<file path="config.mk">
export PLATFORM = sky130hd
export DESIGN_NAME = vector_deser_fifo
export DESIGN_NICKNAME = d
export VERILOG_FILES = /design/src/rtl/vector_deser_pkg.sv /design/src/rtl/vector_fifo.sv /design/src/rtl/vector_deser_fifo.sv
export SDC_FILE = /design/constraint.sdc
export NUM_CORES = 1
export LEC_CHECK = 0
export BUFFER_PORTS_ARGS = -buffer_cell sky130_fd_sc_hd__buf_2
export CAP_MARGIN = 20
export CORE_UTILIZATION = 55
export CTS_CLUSTER_DIAMETER = 60
export DETAILED_ROUTE_END_ITERATION = 10
export PLACE_DENSITY = 0.74
export SLEW_MARGIN = 10
export SYNTH_ARGS = -nofsm -noshare
export SYNTH_HDL_FRONTEND = slang
export SYNTH_SLANG_ARGS = --single-unit
</file>
<file path="constraint.sdc">
create_clock -name clk -period 3.08 [get_ports clk]
set_input_delay 0.154 -clock clk [delete_from_list [all_inputs] [get_ports clk]]
set_output_delay 0.154 -clock clk [all_outputs]
set_load 0.01 [all_outputs]
</file>
<file path="src/rtl/vector_deser_pkg.sv">
// Shared constants and helpers for the vector deserialiser FIFO.
//   DEF_WIDTH / DEF_DEPTH : default vector width and FIFO depth
//   count_width()         : width of an occupancy counter, clog2(depth+1)
//   LSB_FIRST / MSB_FIRST : encoding of the lsb_first input
package vector_deser_pkg;

    localparam int unsigned DEF_WIDTH = 8;
    localparam int unsigned DEF_DEPTH = 4;

    localparam logic LSB_FIRST = 1'b1;
    localparam logic MSB_FIRST = 1'b0;

    // Occupancy counter must be able to represent DEPTH itself.
    function automatic int unsigned count_width(input int unsigned depth);
        return $clog2(depth + 1);
    endfunction

endpackage

</file>
<file path="src/rtl/vector_fifo.sv">
// Generic first-word-fall-through synchronous FIFO.
// Ports:
//   clk, rst_n         : clock, asynchronous active-low reset
//   i_push / i_data    : write request and data
//   i_pop              : read request (ignored when empty)
//   i_flush            : synchronous clear, overrides push and pop
//   o_data             : head entry, 0 when empty
//   o_full / o_empty   : status flags
//   o_count            : entries held, 0..DEPTH
// A push while full is accepted only if a pop happens on the same edge.
module vector_fifo
    import vector_deser_pkg::*;
#(
    parameter int unsigned WIDTH = DEF_WIDTH,
    parameter int unsigned DEPTH = DEF_DEPTH,
    localparam int unsigned CW = count_width(DEPTH)
) (
    input  logic             clk,
    input  logic             rst_n,
    input  logic             i_push,
    input  logic [WIDTH-1:0] i_data,
    input  logic             i_pop,
    input  logic             i_flush,
    output logic [WIDTH-1:0] o_data,
    output logic             o_full,
    output logic             o_empty,
    output logic [CW-1:0]    o_count
);

    localparam int unsigned PW = $clog2(DEPTH);

    logic [WIDTH-1:0] r_mem [DEPTH];
    logic [PW-1:0]    r_wr_ptr;
    logic [PW-1:0]    r_rd_ptr;
    logic [CW-1:0]    r_count;

    logic w_full;
    logic w_empty;
    logic w_do_push;
    logic w_do_pop;

    assign w_full    = (r_count == CW'(DEPTH));
    assign w_empty   = (r_count == '0);
    assign w_do_pop  = i_pop && !w_empty && !i_flush;
    // Full is not a blocker when the same edge frees the head slot.
    assign w_do_push = i_push && (!w_full || w_do_pop) && !i_flush;

    // Pointers and occupancy; pointers wrap naturally since DEPTH is a power of two.
    always_ff @(posedge clk or negedge rst_n) begin
        if (!rst_n) begin
            r_wr_ptr <= '0;
            r_rd_ptr <= '0;
            r_count  <= '0;
        end else if (i_flush) begin
            r_wr_ptr <= '0;
            r_rd_ptr <= '0;
            r_count  <= '0;
        end else begin
            if (w_do_push) begin
                r_wr_ptr <= r_wr_ptr + PW'(1);
            end
            if (w_do_pop) begin
                r_rd_ptr <= r_rd_ptr + PW'(1);
            end
            if (w_do_push && !w_do_pop) begin
                r_count <= r_count + CW'(1);
            end else if (w_do_pop && !w_do_push) begin
                r_count <= r_count - CW'(1);
            end
        end
    end

    // Storage needs no reset: the head is masked while empty.
    always_ff @(posedge clk) begin
        if (w_do_push) begin
            r_mem[r_wr_ptr] <= i_data;
        end
    end

    assign o_data  = w_empty ? '0 : r_mem[r_rd_ptr];
    assign o_full  = w_full;
    assign o_empty = w_empty;
    assign o_count = r_count;

endmodule

</file>
<file path="src/rtl/vector_deser_fifo.sv">
// Serial-to-parallel assembler feeding a FWFT vector FIFO.
// Ports:
//   clk, rst_n : clock, asynchronous active-low reset
//   input_bit  : serial data bit, sampled when bit_valid=1
//   bit_valid  : qualifies input_bit on this edge
//   lsb_first  : bit order for the word starting on this edge (1 = LSB first)
//   flush      : synchronous clear of FIFO, partial word and overflow
//   req        : consumer pop request
//   vector     : head FIFO entry, 0 when empty
//   valid      : FIFO non-empty
//   count      : entries held
//   overflow   : sticky, a completed word was dropped on a full FIFO
module vector_deser_fifo
    import vector_deser_pkg::*;
#(
    parameter int unsigned WIDTH = DEF_WIDTH,
    parameter int unsigned DEPTH = DEF_DEPTH,
    localparam int unsigned CW = count_width(DEPTH)
) (
    input  logic             clk,
    input  logic             rst_n,
    input  logic             input_bit,
    input  logic             bit_valid,
    input  logic             lsb_first,
    input  logic             flush,
    input  logic             req,
    output logic [WIDTH-1:0] vector,
    output logic             valid,
    output logic [CW-1:0]    count,
    output logic             overflow
);

    localparam int unsigned BW = $clog2(WIDTH);

    logic [BW-1:0]    r_bcnt;
    logic [WIDTH-1:0] r_asm;
    logic             r_order;
    logic             r_overflow;

    logic             w_first;
    logic             w_last;
    logic             w_order;
    logic [BW-1:0]    w_pos;
    logic [WIDTH-1:0] w_word;
    logic             w_push;
    logic             w_pop;
    logic             w_full;
    logic             w_empty;

    assign w_first = (r_bcnt == '0);
    assign w_last  = (r_bcnt == BW'(WIDTH - 1));
    // The first bit of a word uses the live order input; later bits use the latch.
    assign w_order = w_first ? lsb_first : r_order;
    assign w_pos   = (w_order == LSB_FIRST) ? r_bcnt : (BW'(WIDTH - 1) - r_bcnt);

    // Partial word with the current bit merged in, so completion pushes all WIDTH bits.
    always_comb begin
        w_word        = r_asm;
        w_word[w_pos] = input_bit;
    end

    assign w_push = bit_valid && w_last && !flush;
    assign w_pop  = req && !w_empty;

    // Bit counter, assembly register and order latch.
    always_ff @(posedge clk or negedge rst_n) begin
        if (!rst_n) begin
            r_bcnt  <= '0;
            r_asm   <= '0;
            r_order <= MSB_FIRST;
        end else if (flush) begin
            r_bcnt  <= '0;
            r_asm   <= '0;
        end else if (bit_valid) begin
            if (w_first) begin
                r_order <= lsb_first;
            end
            if (w_last) begin
                r_bcnt <= '0;
                r_asm  <= '0;
            end else begin
                r_bcnt <= r_bcnt + BW'(1);
                r_asm  <= w_word;
            end
        end
    end

    // Sticky overflow: a completed word found the FIFO full with no pop to make room.
    always_ff @(posedge clk or negedge rst_n) begin
        if (!rst_n) begin
            r_overflow <= 1'b0;
        end else if (flush) begin
            r_overflow <= 1'b0;
        end else if (w_push && w_full && !w_pop) begin
            r_overflow <= 1'b1;
        end
    end

    vector_fifo #(
        .WIDTH (WIDTH),
        .DEPTH (DEPTH)
    ) u_fifo (
        .clk     (clk),
        .rst_n   (rst_n),
        .i_push  (w_push),
        .i_data  (w_word),
        .i_pop   (req),
        .i_flush (flush),
        .o_data  (vector),
        .o_full  (w_full),
        .o_empty (w_empty),
        .o_count (count)
    );

    assign valid    = !w_empty;
    assign overflow = r_overflow;

endmodule

</file>
==> results by group <==
Timing
  – Layout Skew: 0.00391 ns
  – Fin crit share: 84.3%
  – Crit path time final: around 2.6 ns
  – Setup-failing EPs final: 0
  – RSZ-0062 raised after global routing: no
  – Setup TNS: 0 ns
  – Max transition margin: 59.0%
  – Worst hold slack: 0.119 ns
  – Highest Clock Rate: a little under 0.4 GHz
  – Slew at the pin with the worst max-slew slack: 0.606 ns
  – Final slew viol count: 0
  – Final hold violations: 0

Worst setup path
  – Critical Path End Type: register
  – Crit-path max FO: 11
  – Req. time, crit path: ~3.3 ns
  – WS Path Type: register to register
  – Critical Path AT: 2.77 ns
  – Nature of the critical path startpoint: register

GRT
  – First-pass GRT wire length: approximately 7500 µm
  – Grt total ovfl: 0
  – Largest net degree at the start of global routing: 31
  – Initial antenna violation count: 0
  – GRT Total Usage: 19.2%
  – Number of global-route vias before repair: 1,555

Synth
  – Post-Synth Adder-Cell Area: under 10%
  – Mapped Cells: 215
  – Synthesized net count: 230
  – Synth Area in Compound Gates: 8.63%
  – Mux share of post-synthesis cell area: 12.9%
  – Simple-Gate Fraction of Synth Area: 15.4%
  – Post-synth EDFFs: 32
  – Async S/R FF share, synth: 38.5%
  – Synth unique cells: 44
  – YS warnings: 0
  – Synthesized area per cell: 12.5 µm²
  – Post-Synth XOR/XNOR Area: 1.62%
  – Post-synthesis cell area: 2700 µm²
  – Seq/Total Area, Yosys: 54.2%
  – Primary FF master, synth: edfxtp_1
  – #FFs+latches synth: between 50 and 60
  – Combinational family with the most area after synthesis: simple AND/OR/NAND/NOR gates

Clocking
  – Root buf cell: clkbuf_8
  – Clock transition at path regs: 0.09 ns
  – Clock latency on the worst-skew pair: roughly 0.30 ns
  – Hold buffers post-CTS: 1
  – H-tree depth: 2
  – CTS tree: done
  – Clock sinks: 52
  – Max clock buf depth: 2
  – Post-CTS setup buffers: 0
  – CTS Buf Count: 5
  – Post-cts repair resize count: 0

Floorplanning
  – Die width: 72.0 µm
  – Die height: 72.0 µm
  – IO Count: 20
  – Initial Utilization: 57.1%
  – Core box area: 4720 µm²
  – Row cnt: 25
  – Die ar.: a little over 5000 µm²

Power
  – Switch share: 24.3%
  – Seq pwr share: 60.3%
  – VDD IR max: 232 µV
  – Int Pwr: 0.969 mW
  – Leakage: 1.11 nW
  – Power per Cell Area: 438 nW/µm²
  – Part of the power in the clock network: between 30% and 40%
  – Comb power frac: under 10%
  – Psw: 0.311 mW
  – Post-layout power: 1.28 mW

Routing
  – DR WL met3: roughly 150 µm
  – Top layer in use: met4
  – DRC: 0
  – ANT nets after route: 0
  – DR pass1 iterations: 4
  – WL met2: slightly above 2000 µm
  – Vias after detailed routing: about 1,700
  – Via-to-Cell Ratio: 5.66
  – Avg WL per Cell: 14.9 µm
  – Initial drt markers: 64
  – Met1 wire length: 2160 µm
  – Post-Route WL: approximately 4400 µm

Cells and area
  – Area growth, synth to finish: 8.49%
  – Fillers: around 370
  – Antenna cells: 0
  – Final core utilization: 61.9%
  – Proportion of layout cells with a drive suffix above 1: 20.3%
  – Fin nets: 245
  – Final Non-Filler Cells: 298

Status
  – Status: complete, no violations

Place
  – Placed cell count: 289
  – # port buffers: 19
  – GP Congestion: 0.867
  – Post-DP HPWL: 3090 µm

Run
  – Max Cap Viol: 0

Min path
  – Hold Crit Class: input port to register
-- Yosys cell counts (3+ instances only) --
| cell type | n | area (µm²) |
|---|---|---|
| edfxtp_1 | 32 | 961 |
| dfrtp_1 | 20 | 500 |
| nor2_1 | 17 | 63.8 |
| nand2_1 | 15 | 56.3 |
| and2_1 | 13 | 81.3 |
| mux2_2 | 9 | 101 |
| mux4_2 | 8 | 180 |
| ha_1 | 7 | 87.6 |
| inv_1 | 7 | 26.3 |
| nand2b_1 | 7 | 43.8 |
| a32oi_1 | 6 | 52.6 |
| buf_2 | 6 | 30.0 |
| clkbuf_1 | 6 | 22.5 |
| nor3b_1 | 6 | 45.0 |
| nand3_1 | 5 | 25.0 |
| or3_1 | 5 | 31.3 |
| mux2i_1 | 4 | 40.0 |
| o221ai_1 | 4 | 35.0 |
| o211ai_1 | 3 | 22.5 |
| o32ai_1 | 3 | 26.3 |
| xnor2_1 | 3 | 26.3 |
-- registers in the layout (all words and copies together), names as in the netlist --
name and cells:
overflow 1, u_fifo.r_mem 32, r_order 1, u_fifo.r_wr_ptr 2, r_asm 8, u_fifo.r_rd_ptr 2
u_fifo.o_count 3, r_bcnt 3
-- cells in the final DEF, fill, tap and decap left out, types with 2 or more instances in the layout --
cell       n
a21oi_1    2
a31oi_1    2
a32oi_1    6
and2_1    13
buf_2     19
buf_4      2
clkbuf_8   5
dfrtp_1   20
edfxtp_1  32
ha_1       7
inv_1      7
mux2_2     9
mux2i_1    4
mux4_2     8
nand2_1   15
nand2b_1   7
nand3_1    5
nor2_1    17
nor2b_1    2
nor3b_1    6
o211ai_1   3
o21ai_0    2
o221ai_1   4
o32ai_1    3
or3_1      5
or3b_1     2
xnor2_1    3
xor2_1     2
-- metal layers --
layer / track usage, % / up-vias
li1: - / 838
met1: 26.2 / 807
met2: 30.2 / 34
met3: 4.03 / 8
met4: 8.06 / 0
met5: 0 / -
-- power by group through the flow --
stage          clock network [mW]  logic, mW  registers (mW)
3_5_place_dp                    0      0.118           0.787
4_1_cts                     0.398      0.120           0.772
2_1_floorplan                   0     0.0928           0.781
5_1_grt                     0.423      0.133           0.775
6_report                    0.389      0.119           0.772
3_3_place_gp                    0      0.118           0.786
-- through the flow --
step                instance area, µm²  setup slack, ns
finish                            2930            0.483
global route                      2930            0.315
CTS                               2930            0.491
detailed placement                2830            0.509
global placement                  2830            0.600
floorplan                         2700            0.699
-- cell type report --
cell class | instances | area [µm²] | area share (%)
flip-flops and latches | 52 | 1460 | 50.0
well taps | 67 | 83.8 | 2.87
clock inverters | 2 | 16.3 | 0.556
repair buffers | 22 | 120 | 4.11
multi-input cells | 142 | 1140 | 39.1
inverters | 7 | 26.3 | 0.898
clock buffers | 6 | 72.6 | 2.48
-- critical path, stage by stage, from the launching register on --
cell      delay (ns)
dfrtp_1         0.49
ha_1            0.23
ha_1            0.18
and3b_1         0.25
o21ai_1         0.14
nor2_1          0.08
fa_1            0.40
or3_1           0.39
a32oi_1         0.20
o211ai_1        0.10
-- cell families (layout without fill, tap and decap cells) --
logic type,Yosys count,count (layout)
and+or+nand+nor,77,77
xor gates and xnor gates,5,5
adders and majority gates,8,8
buffers and inverters,21,37
DFF,52,52
muxes,23,23
AOI/OAI and AO/OA,29,29
-- path summary, 6_finish.rpt --
| check | cells past startpoint | endpoint | slack, ns | startpoint |
|---|---|---|---|---|
| max in group asynchronous | 2 | u_fifo.r_rd_ptr[0] | 2.42 | rst_n |
| max | 9 | u_fifo.o_count[2] | 0.48 | r_bcnt[1] |
| min | 2 | r_order | 0.12 | lsb_first |
| min reg2reg | 2 | overflow | 0.50 | overflow |
| max reg2reg | 9 | u_fifo.o_count[2] | 0.48 | r_bcnt[1] |
| min in group asynchronous | 2 | overflow | 0.33 | rst_n |
(Power assumes the default switching activity.)
